$ cat src/rtl/ones_pkg.sv
// Shared state encoding for the ones-pattern generator and any block that
// decodes its st output.
package ones_pkg;

  typedef enum logic [1:0] {
    S_IDLE  = 2'b00,
    S_SHIFT = 2'b01,
    S_DONE  = 2'b10
  } state_t;

  localparam int ST_W = 2;

endpackage

$ cat src/rtl/ones_cnt_down.sv
// Loadable down-counter: load wins over dec, dec stops at zero.
module ones_cnt_down #(
  parameter int W = 4
) (
  input  logic         clk,
  input  logic         rst_n,
  input  logic         load,
  input  logic         dec,
  input  logic [W-1:0] d,
  output logic         zero
);

  logic [W-1:0] q;

  // Count register with synchronous active-low reset
  always_ff @(posedge clk) begin
    if (!rst_n)
      q <= '0;
    else if (load)
      q <= d;
    else if (dec && (q != '0))
      q <= q - 1'b1;
  end

  // Zero flag steers the FSM out of the shift phase
  always_comb begin
    zero = (q == '0);
  end

endmodule

$ cat src/rtl/ones_pattern_gen.sv
// Generates a word of min(count,N) right-justified ones by shifting a 1 in
// per cycle, then holds it in S_DONE until s drops.
module ones_pattern_gen
  import ones_pkg::*;
#(
  parameter  int N  = 8,
  localparam int CW = $clog2(N+1)
) (
  input  logic          clk,
  input  logic          rst_n,
  input  logic          s,
  input  logic [CW-1:0] count,
  output logic [N-1:0]  Result,
  output logic          done,
  output logic [1:0]    st
);

  state_t        state, next_state;
  logic [CW-1:0] sat_count;
  logic          load, dec, zero;

  // Counts above N would shift ones out the top; clamp to N
  always_comb begin
    sat_count = (count > CW'(N)) ? CW'(N) : count;
  end

  // Counter controls: reload continuously while idle, so count is only
  // captured on the edge that leaves S_IDLE
  always_comb begin
    load = (state == S_IDLE);
    dec  = (state == S_SHIFT) && s && !zero;
  end

  ones_cnt_down #(.W(CW)) u_cnt (
    .clk  (clk),
    .rst_n(rst_n),
    .load (load),
    .dec  (dec),
    .d    (sat_count),
    .zero (zero)
  );

  // State register
  always_ff @(posedge clk) begin
    if (!rst_n)
      state <= S_IDLE;
    else
      state <= next_state;
  end

  // Next-state logic; the unused encoding recovers to S_IDLE
  always_comb begin
    next_state = S_IDLE;
    case (state)
      S_IDLE:  next_state = s ? S_SHIFT : S_IDLE;
      S_SHIFT: begin
        if (!s)
          next_state = S_IDLE;
        else if (zero)
          next_state = S_DONE;
        else
          next_state = S_SHIFT;
      end
      S_DONE:  next_state = s ? S_DONE : S_IDLE;
      default: next_state = S_IDLE;
    endcase
  end

  // Moore outputs
  always_comb begin
    done = (state == S_DONE);
    st   = state;
  end

  // Result shift register: cleared while idle, shifts a 1 in per decrement,
  // holds on abort so the partial word is visible for one cycle
  always_ff @(posedge clk) begin
    if (!rst_n)
      Result <= '0;
    else if (state == S_IDLE)
      Result <= '0;
    else if (dec)
      Result <= {Result[N-2:0], 1'b1};
  end

endmodule

$ cat config.mk
export PLATFORM = sky130hd
export DESIGN_NAME = ones_pattern_gen
export DESIGN_NICKNAME = d
export VERILOG_FILES = /design/src/rtl/ones_pkg.sv /design/src/rtl/ones_cnt_down.sv /design/src/rtl/ones_pattern_gen.sv
export SDC_FILE = /design/constraint.sdc
export NUM_CORES = 1
export LEC_CHECK = 0
export ABC_CLOCK_PERIOD_IN_PS = 3950
export CORE_MARGIN = 3
export CORE_UTILIZATION = 43
export CTS_CLUSTER_SIZE = 25
export DETAILED_ROUTE_END_ITERATION = 12
export HOLD_SLACK_MARGIN = 0.1
export PLACE_DENSITY = 0.72
export SYNTH_ARGS = -nofsm -noshare
export SYNTH_HDL_FRONTEND = slang
export SYNTH_SLANG_ARGS = --single-unit
$ cat constraint.sdc
create_clock -name clk -period 3.95 [get_ports clk]
set_input_delay 1.185 -clock clk [delete_from_list [all_inputs] [get_ports clk]]
set_output_delay 1.185 -clock clk [all_outputs]
set_load 0.005 [all_outputs]
==> reports/qor.txt, run 1 <==
Status -> finished, final reports clean
Yosys cell types -> 26
Final hold violation count -> 0
Cell Chain, Critical Path -> and2b_1 > clkdlybuf4s50_1
Maximum level of the CTS H-tree -> 1
Cell chosen for the clock root -> clkbuf_4
Maximum achievable frequency -> 375 MHz
Pin count of the biggest net entering global routing -> 11
Cells on worst reg2reg path -> 6
Post-Syn Instances -> 68
Master of the slowest instance on the critical path -> dfxtp_1
Worst Setup Slack post-DPL -> 1450 ps
Transition time of the tightest slew-check pin -> 343 ps
Worst setup margin -> 1280 ps
Count of non-filler cells in the finished layout -> 102
Number of antenna violations at the first check in global routing -> 0
Register-to-register path setup slack -> 2490 ps
Final weighted congestion in routability-driven placement -> 0.712
Worst supply voltage drop on vdd -> 0.000183 V
Beginning of the worst register-to-register path -> u_cnt.q[0]
Final design instance area without fill -> 881 um2
GR Overflow Total -> 0
Asr flop ratio synth -> 0%
Largest driver fanout on the critical path -> 10
Total number of placement rows -> 13
Total setup buffers inserted after CTS -> 0
Drt drc -> 0
Post-Place Cell Area -> 858 um2
Final worst-path cycle share -> 67.5%
Buffers on Ports -> 17
Hold Path Class -> flop to flop
DRT Wirelength -> 1260 um
Clk sink count -> 14
Total number of yosys warnings -> 0
Top cell types by occurrence after synthesis -> 14 x dfxtp_1, 10 x nor2_1, 7 x mux2i_1
Signed area change from the synthesized netlist to the final layout -> 29.4%
# nets final -> 97
Core Footprint -> 0.00140 mm2
Worst Min Path Start -> Result[7]
Worst clock skew -> 4.96 ps
Cell area after synthesis -> 681 um2
Global-route wire length before repair -> 2090 um
Worst setup path class -> flop to output pin
Die Width -> 45.8 um
Power density over cell area -> 326 mW/mm2
Syn nets -> 76
Number of antenna diodes -> 0
Final setup fails -> 0
Post-detailed-route count of antenna-violating nets -> 0
Min-Delay Path Depth -> 2
Die ar. -> 0.00210 mm2
Share of the synthesized area in the top cell type -> 41.2%
Sink of the worst hold path -> Result[7]
Die height -> 45.8 um
Final Max Tran Viols -> 0
Number of filler instances in the final layout -> 131
Placed wire-length estimate after detailed placement -> 975 um
GRT Resource Usage Total -> 14.7%
Slowest stage delay, CP -> 530 ps
Top-count cell post-synth -> dfxtp_1
Hold_buf cts -> 0
Largest cells by area after synthesis -> dfxtp_1 41%, mux2i_1 10%, nor2_1 5.5%
Initial Utilization -> 48.7%
Post-cts sizing count -> 0
Number of clock buffers inserted by TritonCTS -> 3
Placed Cells -> 99
Number of flops mapped to enable cells by yosys -> 0
Flip-flop and latch count after synthesis -> 14
Leakage component of the power -> 0.335 nW
Number of vias per cell -> 5.22
Average cell area after synthesis -> 10.0 um2
Clock period minus final worst setup slack -> 2670 ps
I/O pin cnt -> 18
Sort of element at the start of the critical path -> flop
Via count of the first global-routing pass -> 464
Share of final-layout standard cells stronger than drive strength 1 -> 10.3%
Crit path DAT -> 1480 ps
Cell taking the most area after synthesis -> dfxtp_1
Clock insertion delay at the later pin of the skew report -> 280 ps
Destination of the worst register-to-register timing path -> Result[3]
Register clock-pin slew on the reported worst setup and hold paths -> 80 ps
Crit path required time -> 2760 ps
First-pass iteration count of the detailed router -> 4
Clock tree from TritonCTS -> done
Utilization of the core after routing -> 63.0%
Relative slew margins -> 77.1%
Unrepaired setup endpoints after global routing -> no
Total Neg Setup Slack -> 0 ps
Initial detailed-routing violation count -> 3
Detailed-route via count -> 532
Max-capacitance violation count -> 0
Seq/Total Area, Yosys -> 41.2%
Crit. End Element -> output pin
Number of buffers on the longest clock path -> 2
Top flip-flop cell by instance count after synthesis -> dfxtp_1
Average wire length per cell after detail routing -> 12.4 um
[registers in the layout (all words and copies together), names as in the netlist]
register / flops
st: 2
Result: 8
u_cnt.q: 4
[per-layer routing]
| metal | part of all wire, % | GRT usage (%) |
|---|---|---|
| met5 | 0 | 0 |
| met4 | 2.6 | 8.52 |
| met3 | 5.9 | 5.93 |
| met2 | 46 | 22.3 |
| met1 | 46 | 17.4 |
[final cells by class]
class	count	area [um2]	area share (%)
clock buffers	3	22.5	2.56
inverters	2	7.51	0.852
multi-input cells	51	382	43.3
flip-flops and latches	14	280	31.8
well taps	15	18.8	2.13
repair buffers	17	170	19.3
[critical path, delay by kind of cell, from the launching register on]
kind | cells | cell delay (ps)
flip-flops | 1 | 530
AND/OR/NAND/NOR | 1 | 240
buffers and inverters | 1 | 440
[logic make-up (layout without fill, tap and decap cells)]
family | after synthesis | after routing | synth area share, %
adders and majority gates | 1 | 1 | 1.84
buffers and inverters | 3 | 22 | 2.76
xor gates and xnor gates | 2 | 2 | 2.57
AOI/OAI and AO/OA | 11 | 11 | 9.56
and+or+nand+nor | 30 | 30 | 31.8
DFF | 14 | 14 | 41.2
muxes | 7 | 7 | 10.3
[cell usage in the layout (no fill, tap or decap)]
cell type and count:
clkbuf_4 3, nand2_1 4, o21ai_0 4, or2_1 1, a21boi_1 1, o21ai_1 1
and2b_1 1, nor3_2 2, nor2_1 10, nor3b_2 1, a21boi_0 1, or3_1 1
a21oi_1 3, and4bb_1 1, nand3b_4 1, ha_1 1, and3b_1 1, nor2_8 1
dfxtp_1 14, nor4_1 1, xnor2_1 2, nor2b_1 4, o211a_1 1, inv_1 2
nor3b_4 1, mux2i_1 7, clkdlybuf4s50_1 17
[through the flow]
step	hold WS, ps	power, mW
after detailed placement	486	0.210
after floorplan	485	0.195
after global routing	530	0.306
after CTS	506	0.292
final	497	0.287
after global placement	479	0.209
[how the worst max path moves through the flow]
stage                from        end
finish              st[0]       done
floorplan           st[0]       done
global placement        s  Result[4]
global route        st[0]       done
detailed placement      s  Result[3]
CTS                 st[0]       done
[report_power, final]
part	leakage [nW]	internal [mW]	total, mW	switching [mW]
clock	0.0138	0.0355	0.0802	0.0447
sequential	0.114	0.146	0.154	0.00746
combinational	0.207	0.0281	0.0527	0.0246
total	0.335	0.210	0.287	0.0768
Note: power is estimated with default switching activity, not from simulation.
==> run 2, diff against run 1 <==
- ABC_CLOCK_PERIOD_IN_PS: 3950 -> 2600
- clock period: 3.95 -> 2.6 ns (I/O delays scaled with it)
==> reports/qor.txt, run 2 (synthesized netlist as in run 1, its figures left out) <==
Status -> finished, final reports clean
DRT Wirelength -> 1260 um
Clock period minus final worst setup slack -> 2260 ps
Share of final-layout standard cells stronger than drive strength 1 -> 10.3%
Detailed-route via count -> 531
Largest register by flop count -> Result
Register clock-pin slew on the reported worst setup and hold paths -> 80 ps
Crit path required time -> 1820 ps
Die height -> 45.8 um
Crit path DAT -> 1480 ps
Core Footprint -> 0.00140 mm2
Sort of element at the start of the critical path -> flop
Initial detailed-routing violation count -> 3
Placed wire-length estimate after detailed placement -> 975 um
Maximum level of the CTS H-tree -> 1
Final weighted congestion in routability-driven placement -> 0.711
Power density over cell area -> 495 mW/mm2
Total number of placement rows -> 13
Pin count of the biggest net entering global routing -> 11
First-pass iteration count of the detailed router -> 4
Clk sink count -> 14
Number of antenna diodes -> 0
Destination of the worst register-to-register timing path -> Result[3]
Total setup buffers inserted after CTS -> 0
Post-detailed-route count of antenna-violating nets -> 0
Number of buffers on the longest clock path -> 2
Relative slew margins -> 77.1%
Total Neg Setup Slack -> 0 ps
Cells on worst reg2reg path -> 6
Utilization of the core after routing -> 63.0%
Setup crit start -> st[0]
Worst supply voltage drop on vdd -> 0.000278 V
Via count of the first global-routing pass -> 464
Final Max Tran Viols -> 0
Register-to-register path setup slack -> 1140 ps
Die Width -> 45.8 um
Unrepaired setup endpoints after global routing -> no
Max FFs per register -> 8
Drt drc -> 0
Worst Setup Slack post-DPL -> 507 ps
Timing endpoint of the critical path -> done
Buffers on Ports -> 17
Crit. End Element -> output pin
Number of antenna violations at the first check in global routing -> 0
GR Overflow Total -> 0
Post-cts sizing count -> 0
Worst setup margin -> 339 ps
Hold Path Class -> flop to flop
Maximum achievable frequency -> 442 MHz
Initial Utilization -> 48.7%
Commonest non-fill, non-tap cell in the layout -> clkdlybuf4s50_1
Clock insertion delay at the later pin of the skew report -> 280 ps
Clock tree from TritonCTS -> done
Average wire length per cell after detail routing -> 12.4 um
Leakage component of the power -> 0.335 nW
Commonest cells after routing, fill and taps aside -> 17 x clkdlybuf4s50_1, 14 x dfxtp_1, 10 x nor2_1
Worst clock skew -> 5.09 ps
Worst setup path class -> flop to output pin
Cell chosen for the clock root -> clkbuf_4
Largest driver fanout on the critical path -> 10
Beginning of the worst register-to-register path -> u_cnt.q[0]
Transition time of the tightest slew-check pin -> 343 ps
GRT Resource Usage Total -> 14.7%
Final worst-path cycle share -> 87.0%
Final hold violation count -> 0
Number of clock buffers inserted by TritonCTS -> 3
Number of filler instances in the final layout -> 133
Final setup fails -> 0
Signed area change from the synthesized netlist to the final layout -> 29.4%
Number of vias per cell -> 5.21
Max-capacitance violation count -> 0
I/O pin cnt -> 18
Global-route wire length before repair -> 2090 um
# nets final -> 97
Hold_buf cts -> 0
Die ar. -> 0.00210 mm2
[run 2: worst min path at each step]
stage               cells past startpoint        end       from  slack [ps]
detailed placement                      2  Result[7]  Result[7]         490
CTS                                     2  Result[7]  Result[7]         510
global placement                        2  Result[7]  Result[7]         480
floorplan                               2  Result[7]  Result[7]         480
finish                                  2  Result[7]  Result[7]         500
global route                            2  Result[7]  Result[7]         530
[run 2: metrics by stage]
step | instance area [um2] | instances | hold slack (ps) | power, mW
2_1_floorplan | 681 | 68 | 485 | 0.296
3_3_place_gp | 858 | 99 | 479 | 0.318
3_5_place_dp | 858 | 99 | 486 | 0.319
4_1_cts | 881 | 102 | 506 | 0.443
5_1_grt | 881 | 102 | 530 | 0.465
6_report | 881 | 102 | 497 | 0.436
[run 2: area by class of cell]
cell class              count  area (um2)  share of cell area (%)
clock buffers               3        22.5                    2.56
multi-input cells          51         382                    43.3
well taps                  15        18.8                    2.13
inverters                   2        7.51                   0.852
repair buffers             17         170                    19.3
flip-flops and latches     14         280                    31.8
[run 2: critical path, cell delays in order, from the launching register on]
cell and delay, ps:
dfxtp_1 530, and2b_1 240, clkdlybuf4s50_1 440
[run 2: where the power goes]
group	internal, mW	switching (mW)	total, mW
combinational	0.0427	0.0374	0.0801
clock	0.0539	0.0679	0.122
sequential	0.222	0.0113	0.234
total	0.319	0.117	0.436
[run 2: per-layer routing]
layer / global-route usage, % / up-vias / routed length, um / part of all wire, %
li1: - / 275 / - / -
met1: 17.4 / 236 / 577 / 46
met2: 22.3 / 14 / 576 / 46
met3: 5.93 / 6 / 75 / 5.9
met4: 8.52 / 0 / 33 / 2.6
met5: 0 / - / 0 / 0
==> run 3, diff against run 2 <==
- ABC_AREA: default -> 1
- PLACE_DENSITY: 0.72 -> default
- PLACE_DENSITY_LB_ADDON: default -> 0.1
==> reports/qor.txt, run 3 <==
Total Neg Setup Slack -> 0 ps
Status -> finished, final reports clean
Post-Syn Instances -> 89
Number of antenna violations at the first check in global routing -> 0
Hold_buf cts -> 0
Total number of placement rows -> 13
Total number of yosys warnings -> 0
Maximum achievable frequency -> 474 MHz
Max-capacitance violation count -> 0
# nets final -> 119
Clock period minus final worst setup slack -> 2110 ps
Post-detailed-route count of antenna-violating nets -> 0
Crit path required time -> 1820 ps
Via count of the first global-routing pass -> 496
Commonest non-fill, non-tap cell in the layout -> clkdlybuf4s50_1
Final setup fails -> 0
Top flip-flop cell by instance count after synthesis -> dfxtp_1
Die Width -> 45.2 um
Global-route wire length before repair -> 1950 um
Placed wire-length estimate after detailed placement -> 972 um
Yosys cell types -> 15
Crit. End Element -> output pin
Cell taking the most area after synthesis -> dfxtp_1
Final total power -> 0.475 mW
DRT Wirelength -> 1270 um
Final weighted congestion in routability-driven placement -> 0.886
Average cell area after synthesis -> 7.41 um2
Core Footprint -> 0.00137 mm2
Utilization of the core after routing -> 64.7%
Cell chosen for the clock root -> clkbuf_4
Transition time of the tightest slew-check pin -> 272 ps
Number of buffers on the longest clock path -> 2
Syn nets -> 97
Power density over cell area -> 537 mW/mm2
GRT Resource Usage Total -> 13.2%
Cell area after synthesis -> 659 um2
Number of clock buffers inserted by TritonCTS -> 3
Commonest cells after routing, fill and taps aside -> 17 x clkdlybuf4s50_1, 16 x nand2_1, 14 x dfxtp_1
Flip-flop and latch count after synthesis -> 14
Share of the synthesized area in the top cell type -> 42.5%
Average wire length per cell after detail routing -> 10.2 um
Maximum level of the CTS H-tree -> 1
Drt drc -> 0
Buffers on Ports -> 17
Die height -> 45.2 um
Top cell types by occurrence after synthesis -> 16 x nand2_1, 14 x dfxtp_1, 13 x nand3_1
Die ar. -> 0.00204 mm2
Share of final-layout standard cells stronger than drive strength 1 -> 13.6%
Clk sink count -> 14
Total setup buffers inserted after CTS -> 0
Hold Path Class -> flop to flop
Sequential cell area in the final layout -> 280 um2
Final Max Tran Viols -> 0
Largest driver fanout on the critical path -> 3
Area of the multi-input gates -> 334 um2
Final hold violation count -> 0
Number of vias per cell -> 4.97
Unrepaired setup endpoints after global routing -> no
Register clock-pin slew on the reported worst setup and hold paths -> 80 ps
Worst clock skew -> 1.03 ps
GR Overflow Total -> 0
Initial detailed-routing violation count -> 15
Seq/Total Area, Yosys -> 42.5%
Number of flops mapped to enable cells by yosys -> 0
Leakage component of the power -> 0.356 nW
Clock insertion delay at the later pin of the skew report -> 280 ps
Relative slew margins -> 81.9%
Post-cts sizing count -> 0
Sort of element at the start of the critical path -> flop
Crit path DAT -> 1330 ps
First-pass iteration count of the detailed router -> 4
Max FFs per register -> 8
I/O pin cnt -> 18
Detailed-route via count -> 621
Final worst-path cycle share -> 81.1%
Largest cells by area after synthesis -> dfxtp_1 43%, nand3_1 9.9%, nand2_1 9.1%
Initial Utilization -> 48.3%
Top-count cell post-synth -> nand2_1
Signed area change from the synthesized netlist to the final layout -> 34.2%
Asr flop ratio synth -> 0%
Largest register by flop count -> Result
Clock tree from TritonCTS -> done
Worst supply voltage drop on vdd -> 0.000426 V
Worst setup path class -> flop to output pin
Pin count of the biggest net entering global routing -> 10
Number of filler instances in the final layout -> 134
Number of antenna diodes -> 0
-- run 3: through the flow --
stage               instance area (um2)  hold slack, ps  std cells  setup WS [ps]
global placement                    848             471        121            580
CTS                                 885             477        125            474
floorplan                           659             447         89           1130
global route                        885             503        125            381
detailed placement                  848             461        121            544
finish                              885             468        125            492
-- run 3: path summary, 6_finish.rpt --
path	slack, ps	start	cells past startpoint	end
worst max-delay path	490	st[1]	3	done
worst min-delay path	470	Result[7]	2	Result[7]
worst max register to register	1190	u_cnt.q[0]	8	u_cnt.q[3]
worst min register to register	470	Result[7]	2	Result[7]
-- run 3: area by class of cell --
cell class                      count  area share [%]
Timing Repair Buffer               17            19.2
Tap cell                           15            2.12
Clock buffer                        4            4.10
Sequential cell                    14            31.7
Multi-Input combinational cell     63            37.8
Inverter                           12            5.09
-- run 3: critical path: stages, from the launching register on --
cell and delay, ps:
dfxtp_1 380, inv_2 50, nor2_1 110, clkdlybuf4s50_1 510
-- run 3: power by group --
group,internal (mW),switching [mW]
Combinational,0.0361,0.0552
Clock,0.0852,0.0691
Sequential,0.223,0.00715
-- run 3: per-layer routing --
layer  vias to the layer above  GRT usage [%]  wire, um
li1                        328              -         -
met1                       275           18.0       653
met2                        16           17.8       519
met3                         2           5.98        84
met4                         0           5.26        12
met5                         -              0         0
-- run 3: kinds of logic after synthesis --
kind of cell               after synthesis  share of synthesized area, %
buffers and inverters                   12                          6.83
AOI/OAI and AO/OA                       15                          12.0
DFF                                     14                          42.5
and+or+nand+nor                         47                          36.8
adders and majority gates                1                          1.90
